`config.mk`:
```
export PLATFORM = sky130hd
export DESIGN_NAME = pipe_hazard_ctrl
export DESIGN_NICKNAME = d
export VERILOG_FILES = /design/src/rtl/pipe_hazard_ctrl.sv
export SDC_FILE = /design/constraint.sdc
export NUM_CORES = 1
export LEC_CHECK = 0
export ABC_AREA = 1
export CAP_MARGIN = 10
export CORE_MARGIN = 2
export CORE_UTILIZATION = 43
export DETAILED_ROUTE_END_ITERATION = 16
export GPL_TIMING_DRIVEN = 1
export PLACE_DENSITY_LB_ADDON = 0.15
export SYNTH_ARGS = -nofsm -noshare
export SYNTH_HDL_FRONTEND = slang
export SYNTH_SLANG_ARGS = --single-unit
```
`constraint.sdc`:
```
create_clock -name clk -period 5.3 [get_ports clk]
set_input_delay 0.53 -clock clk [delete_from_list [all_inputs] [get_ports clk]]
set_output_delay 0.53 -clock clk [all_outputs]
set_load 0.05 [all_outputs]
```
`src/rtl/pipe_hazard_ctrl.sv`:
```
// Pipeline hazard controller: merges stage holds, jump redirect and interrupt hold into stall/flush vectors.
// Latency: stall/flush/redirect outputs are combinational (zero cycles); counters and watchdog update on the next edge.
// Backpressure: a stage asserting hold stalls itself and everything upstream; jump/irq/flush windows override holds.
module pipe_hazard_ctrl #(
   parameter int ADDR_W     = 64,
   parameter int N_STAGES   = 5,
   parameter int JUMP_STAGE = 2,
   parameter int FLUSH_LEN  = 1,
   parameter int STALL_MAX  = 255,
   parameter int CNT_W      = 32
) (
   input  logic                clk,
   input  logic                rst,
   input  logic [ADDR_W-1:0]   jump_addr_i,
   input  logic                jump_en_i,
   input  logic                irq_hold_i,
   input  logic [N_STAGES-1:0] hold_req_i,
   output logic [ADDR_W-1:0]   jump_addr_o,
   output logic                jump_en_o,
   output logic [N_STAGES-1:0] stall_o,
   output logic [N_STAGES-1:0] flush_o,
   output logic                stall_timeout_o,
   output logic [CNT_W-1:0]    stall_cnt_o
);

   localparam int FC_W = $clog2(FLUSH_LEN + 1);
   localparam int WD_W = $clog2(STALL_MAX + 1);

   logic [FC_W-1:0] r_flush_cnt;
   logic [WD_W-1:0] r_wd_cnt;
   logic            w_hold_any;
   int              w_hold_idx;
   logic            w_rule4;

   // Redirect passes straight through to fetch, masked while in reset
   assign jump_en_o   = jump_en_i & ~rst;
   assign jump_addr_o = jump_en_o ? jump_addr_i : '0;

   // Find the most downstream stage currently requesting a hold
   always_comb begin
      w_hold_any = |hold_req_i;
      w_hold_idx = 0;
      for (int k = 0; k < N_STAGES; k++) begin
         if (hold_req_i[k]) w_hold_idx = k;
      end
   end

   // Priority resolution: reset, jump, irq hold, post-jump window, stage hold, idle
   always_comb begin
      stall_o = '0;
      flush_o = '0;
      w_rule4 = 1'b0;
      if (rst) begin
         flush_o = '1;
      end else if (jump_en_i || irq_hold_i) begin
         for (int k = 0; k < N_STAGES; k++) begin
            if (k <= JUMP_STAGE) flush_o[k] = 1'b1;
         end
      end else if (r_flush_cnt != '0) begin
         // Jumping stage itself already advanced; only the younger stages are wrong-path
         for (int k = 0; k < N_STAGES; k++) begin
            if (k < JUMP_STAGE) flush_o[k] = 1'b1;
         end
      end else if (w_hold_any) begin
         w_rule4 = 1'b1;
         for (int k = 0; k < N_STAGES; k++) begin
            stall_o[k] = (k <= w_hold_idx);
            // Stage just below the stalled region receives a bubble
            flush_o[k] = (k == w_hold_idx + 1);
         end
      end
   end

   // Post-jump flush window: a new jump restarts it, otherwise it counts down
   always_ff @(posedge clk or posedge rst) begin
      if (rst) begin
         r_flush_cnt <= '0;
      end else if (jump_en_i) begin
         r_flush_cnt <= FC_W'(FLUSH_LEN - 1);
      end else if (r_flush_cnt != '0) begin
         r_flush_cnt <= r_flush_cnt - 1'b1;
      end
   end

   // Watchdog counts consecutive stall cycles, saturating, cleared by any non-stall cycle
   always_ff @(posedge clk or posedge rst) begin
      if (rst) begin
         r_wd_cnt <= '0;
      end else if (w_rule4) begin
         if (r_wd_cnt != WD_W'(STALL_MAX)) r_wd_cnt <= r_wd_cnt + 1'b1;
      end else begin
         r_wd_cnt <= '0;
      end
   end

   // Sticky timeout flag raised on the stall cycle that completes STALL_MAX in a row
   always_ff @(posedge clk or posedge rst) begin
      if (rst) begin
         stall_timeout_o <= 1'b0;
      end else if (w_rule4 && (r_wd_cnt == WD_W'(STALL_MAX - 1))) begin
         stall_timeout_o <= 1'b1;
      end
   end

   // Saturating total of stall cycles for performance monitoring
   always_ff @(posedge clk or posedge rst) begin
      if (rst) begin
         stall_cnt_o <= '0;
      end else if (w_rule4 && (stall_cnt_o != '1)) begin
         stall_cnt_o <= stall_cnt_o + 1'b1;
      end
   end

endmodule

```
# Word level (Yosys, flattened, before mapping)
# Index checks and enable logic that the tools add are counted.
# Widths: inputs -> output; s select.
[word_totals]
output_inout_bits = 108
inputBits = 73
elab_cells = 51
reg_bits = 42
[op_classes]
order_cmp = 5
reduce_logical = 5
eq_ne = 8
add_sub_neg = 4
bitwise_logic = 2
muxes = 23
[ops]
columns = ["cell", "n"]
rows = [
  ["$eq 3x32->1 const A", 2],
  ["$le 3x32->1 const A", 2],
  ["$mux 64", 1],
  ["$add 32x1->32 const B", 1],
  ["$add 32x2->32 const B", 1],
  ["$eq 2x32->1 const A", 1],
  ["$eq 4x32->1 const A", 1],
  ["$le 1x32->1 const A", 1],
  ["$le 2x32->1 const A", 1],
  ["$le 4x32->1 const A", 1],
  ["$logic_not 32->1", 1],
  ["$mux 32", 1],
  ["$ne 32x32->1 const B", 1],
  ["$mux 5", 6],
  ["$mux 8", 2],
  ["$add 8x1->8 const B", 1],
  ["$eq 8x8->1 const B", 1],
  ["$mux 2", 4],
  ["$ne 8x8->1 const B", 1],
  ["$mux 1", 7],
  ["$mux 3", 2],
  ["$reduce_or 5->1", 1],
  ["$logic_and 1x1->1", 2],
  ["$ne 2x1->1 const B", 1],
  ["4 further kinds", 4],
]

# Longest topological paths before layout
[depth]
ltp_word = 10
ltp_mapped = 10
depth_no_buf = 10

# Worst setup path after synthesis
# Ideal clock, no wire load.
[synth_path]
kind = "input to output"
startpoint = "input port rst"
endpoint = "output port jump_addr_o[54]"
n_path_buf = 2
required_ns = 4.770
path_slack_ns = 2.132
path_stages = 5
t_arrival_ns = 2.638
cell_sequence = "inv_1 nand2_1 buf_2 buf_1 nor2_1"
[synth_via]
elab_chain_cells = 3
[synth_lines]
columns = ["item", "line", "source"]
rows = [
  ["from (decl)", "13", "input logic rst,"],
  ["$not 1->1", "36", "assign jump_en_o = jump_en_i & ~rst;"],
  ["$and 1x1->1", "36", ""],
  ["$mux 64", "37", "assign jump_addr_o = jump_en_o ? jump_addr_i : '0;"],
  ["to (decl)", "18", "output logic [ADDR_W-1:0] jump_addr_o,"],
]
# No other way between the ends.

# Worst setup path in the final report
[layout_path]
startpoint = "input port rst"
endpoint = "output port jump_addr_o[61]"
# The elaborated chain is that of the path after synthesis.

==> flow_metrics.py <==
metrics = {
    "status": {
        "status": "finished, final reports clean",
    },
    "timing": {
        "finClkSkew_ns": 0.008504,
        "tns_ns": 0,
        "rsz0062_at_grt": "no",
        "worstMarginPinSlew_ns": 1.093,
        "fmax_ghz": 0.2876,
        "slew_viol_final": 0,
        "setup_viol": 0,
        "relSlewSlack_pct": 26.87,
        "hold_violations": 0,
        "period_share_pct": 65.61,
        "min_period_ns": 3.477,
    },
    "routing": {
        "wl_per_cell_um": 11.84,
        "drc": 0,
        "ant_nets": 0,
        "vias": 3878,
        "via_per_inst": 4.557,
        "wl_um": 10080,
        "drtIter0Drc": 165,
        "first_pass_iters": 4,
    },
    "critical_path": {
        "critPathLaunchType": "input pin",
        "timing.rr.end": "stall_cnt_o[22]",
        "cp_slowest_cell": "clkdlybuf4s50_1",
        "crit_path_cell_trace": "clkdlybuf4s50_1 > inv_1 > nand2_2 > nor2_1 > clkdlybuf4s50_1",
        "rr_worst_depth": 8,
        "critPathKind": "in -> out",
        "crit_path_end_kind": "output port",
        "rrSetupSlack_ns": 3.36,
        "cp_max_fo": 65,
        "required_ns": 4.77,
        "timing.rr.start": "stall_cnt_o[0]",
        "worstPathArrival_ns": 2.95,
        "cpMostUsedCell": "clkdlybuf4s50_1",
        "max_stage_delay_ns": 0.85,
    },
    "placed_design": {
        "gp_congestion": 0.9209,
        "dp_hpwl_um": 7953,
        "port_buffers": 180,
    },
    "yosys": {
        "yosysTopAreaCell": "dfrtp_1",
        "synth-edff-count": 0,
        "async_reset_ff_share_pct": 100.0,
        "yosys.cell_count.top_type": "nand2_1",
        "ys_types": 29,
        "syn_nets": 650,
        "ys_ff_latch": 41,
        "synth.avg_cell_area_um2": 5.835,
        "synthFlopType": "dfrtp_1",
        "synth.area.top_cells": "dfrtp_1 31%, nand2_1 23%, nor2_1 14%",
        "synth_common_cells": "208 x nand2_1, 128 x nor2_1, 107 x inv_1, 41 x dfrtp_1, 19 x nand3_1",
        "yosysTopAreaCellShare_pct": 30.69,
        "ys_warn_count": 0,
        "syn_inst": 573,
        "ys_seq_area_share_pct": 30.69,
        "netlist_area_um2": 3343,
    },
    "floorplan": {
        "core_area_um2": 7647,
        "row_count": 32,
        "fp.dieArea_um2": 8496,
        "die_y_um": 92.18,
        "ios": 181,
        "fp.dieW_um": 92.18,
        "start_util_pct": 43.72,
    },
    "clocking": {
        "clockBufferDepth": 2,
        "cts_tree": "done",
        "clk_latency_ns": 0.30,
        "path_clk_slew_ns": 0.08,
        "post_cts_resized": 0,
        "hold_buffers": 0,
        "root_buffer": "clkbuf_8",
        "cts_max_level": 2,
        "clkSinkCount": 41,
        "cts_setup_buffers": 0,
        "cts_buffers": 5,
    },
    "power_and_ir_drop": {
        "max-vdd-ir-drop_mv": 0.09896,
        "leakage_nw": 2.592,
        "power_density_nw_per_um2": 169.6,
    },
    "job": {
        "drv_cap": 0,
    },
    "min_path": {
        "hold_end": "stall_timeout_o",
        "min_path_cells": 1,
        "hold_class": "reg -> reg",
        "hold_path.startpoint": "stall_timeout_o",
    },
    "final_layout": {
        "syn2layout_area_growth_pct": 58.42,
        "diodes": 0,
        "post-route-util_pct": 69.26,
        "layout-drive-gt1-share_pct": 3.471,
        "nets": 826,
    },
    "grt": {
        "overflow": 0,
        "grt_pass1_vias": 3694,
        "grt_pass1_wl_um": 16580,
        "antenna_found_initial": 0,
        "grt_max_degree": 66,
        "grt_use_total_pct": 23.70,
    },
}
-- how the worst max path moves through the flow --
| stage | endpoint | slack (ns) | depth (start not counted) | startpoint |
|---|---|---|---|---|
| after floorplan | jump_addr_o[54] | 2.13 | 5 | rst |
| after global placement | jump_addr_o[8] | 1.84 | 5 | rst |
| after detailed placement | jump_addr_o[8] | 1.80 | 5 | rst |
| after CTS | jump_addr_o[54] | 1.80 | 5 | rst |
| after global routing | jump_addr_o[0] | 1.60 | 5 | rst |
| final | jump_addr_o[61] | 1.82 | 5 | rst |
-- layout make-up --
type                    count  area [um2]
clock inverters             1       7.507
clock buffers               6       82.58
inverters                 108       407.9
multi-input cells         412        1836
fillers                   653        2351
well taps                 102       127.6
flip-flops and latches     41        1026
repair buffers            181        1809
-- layer usage --
metal	global-route usage, %	vias up	wire, um
li1	-	2023	-
met1	30.26	1723	4454
met2	40.56	120	4832
met3	6.245	12	660
met4	4.602	0	130
met5	0	-	0
-- registers in the layout, indices dropped and copies added (netlist names) --
| name | count |
|---|---|
| r_wd_cnt | 8 |
| stall_timeout_o | 1 |
| stall_cnt_o | 32 |
-- cell usage in the layout (no fill, tap or decap), types with 4 or more instances in the layout --
cell type and instances:
clkdlybuf4s50_1 180, nor2_1 128, inv_1 107, nand2_1 207
xor2_1 10, nand3_1 19, xnor2_1 4, dfrtp_1 41
o21ai_0 11, ha_1 4, clkbuf_8 6
-- report_power, final --
group,switching (mW),internal [mW]
clock,0.113,0.103
combinational,0.206,0.131
sequential,0.0204,0.325
total,0.339,0.560
-- kinds of logic (layout without fill, tap and decap cells) --
| kind of cell | Yosys count | count (layout) | share of synthesized area [%] |
|---|---|---|---|
| fa+ha+maj | 4 | 4 | 1.497 |
| flops | 41 | 41 | 30.69 |
| compound gates | 19 | 19 | 3.518 |
| simple gates | 375 | 375 | 46.15 |
| buf+inv | 120 | 296 | 14.48 |
| xor+xnor | 14 | 14 | 3.667 |
-- through the flow --
stage / std cells / cell area (um2) / total power [mW] / setup WS, ns / hold WS [ns]
6_report: 851 / 5296 / 0.8983 / 1.823 / 0.4705
5_1_grt: 851 / 5296 / 0.9401 / 1.602 / 0.5188
4_1_cts: 851 / 5296 / 0.9019 / 1.796 / 0.4717
3_5_place_dp: 844 / 5206 / 0.6885 / 1.796 / 0.4534
3_3_place_gp: 844 / 5206 / 0.6854 / 1.837 / 0.4512
2_1_floorplan: 573 / 3343 / 0.5511 / 2.132 / 0.4555
-- critical path: cells and delay by family --
kind | cells | cell delay, ns
buffers and inverters | 3 | 1.49
and+or+nand+nor | 2 | 0.92
Note: power is estimated with default switching activity, not from simulation.
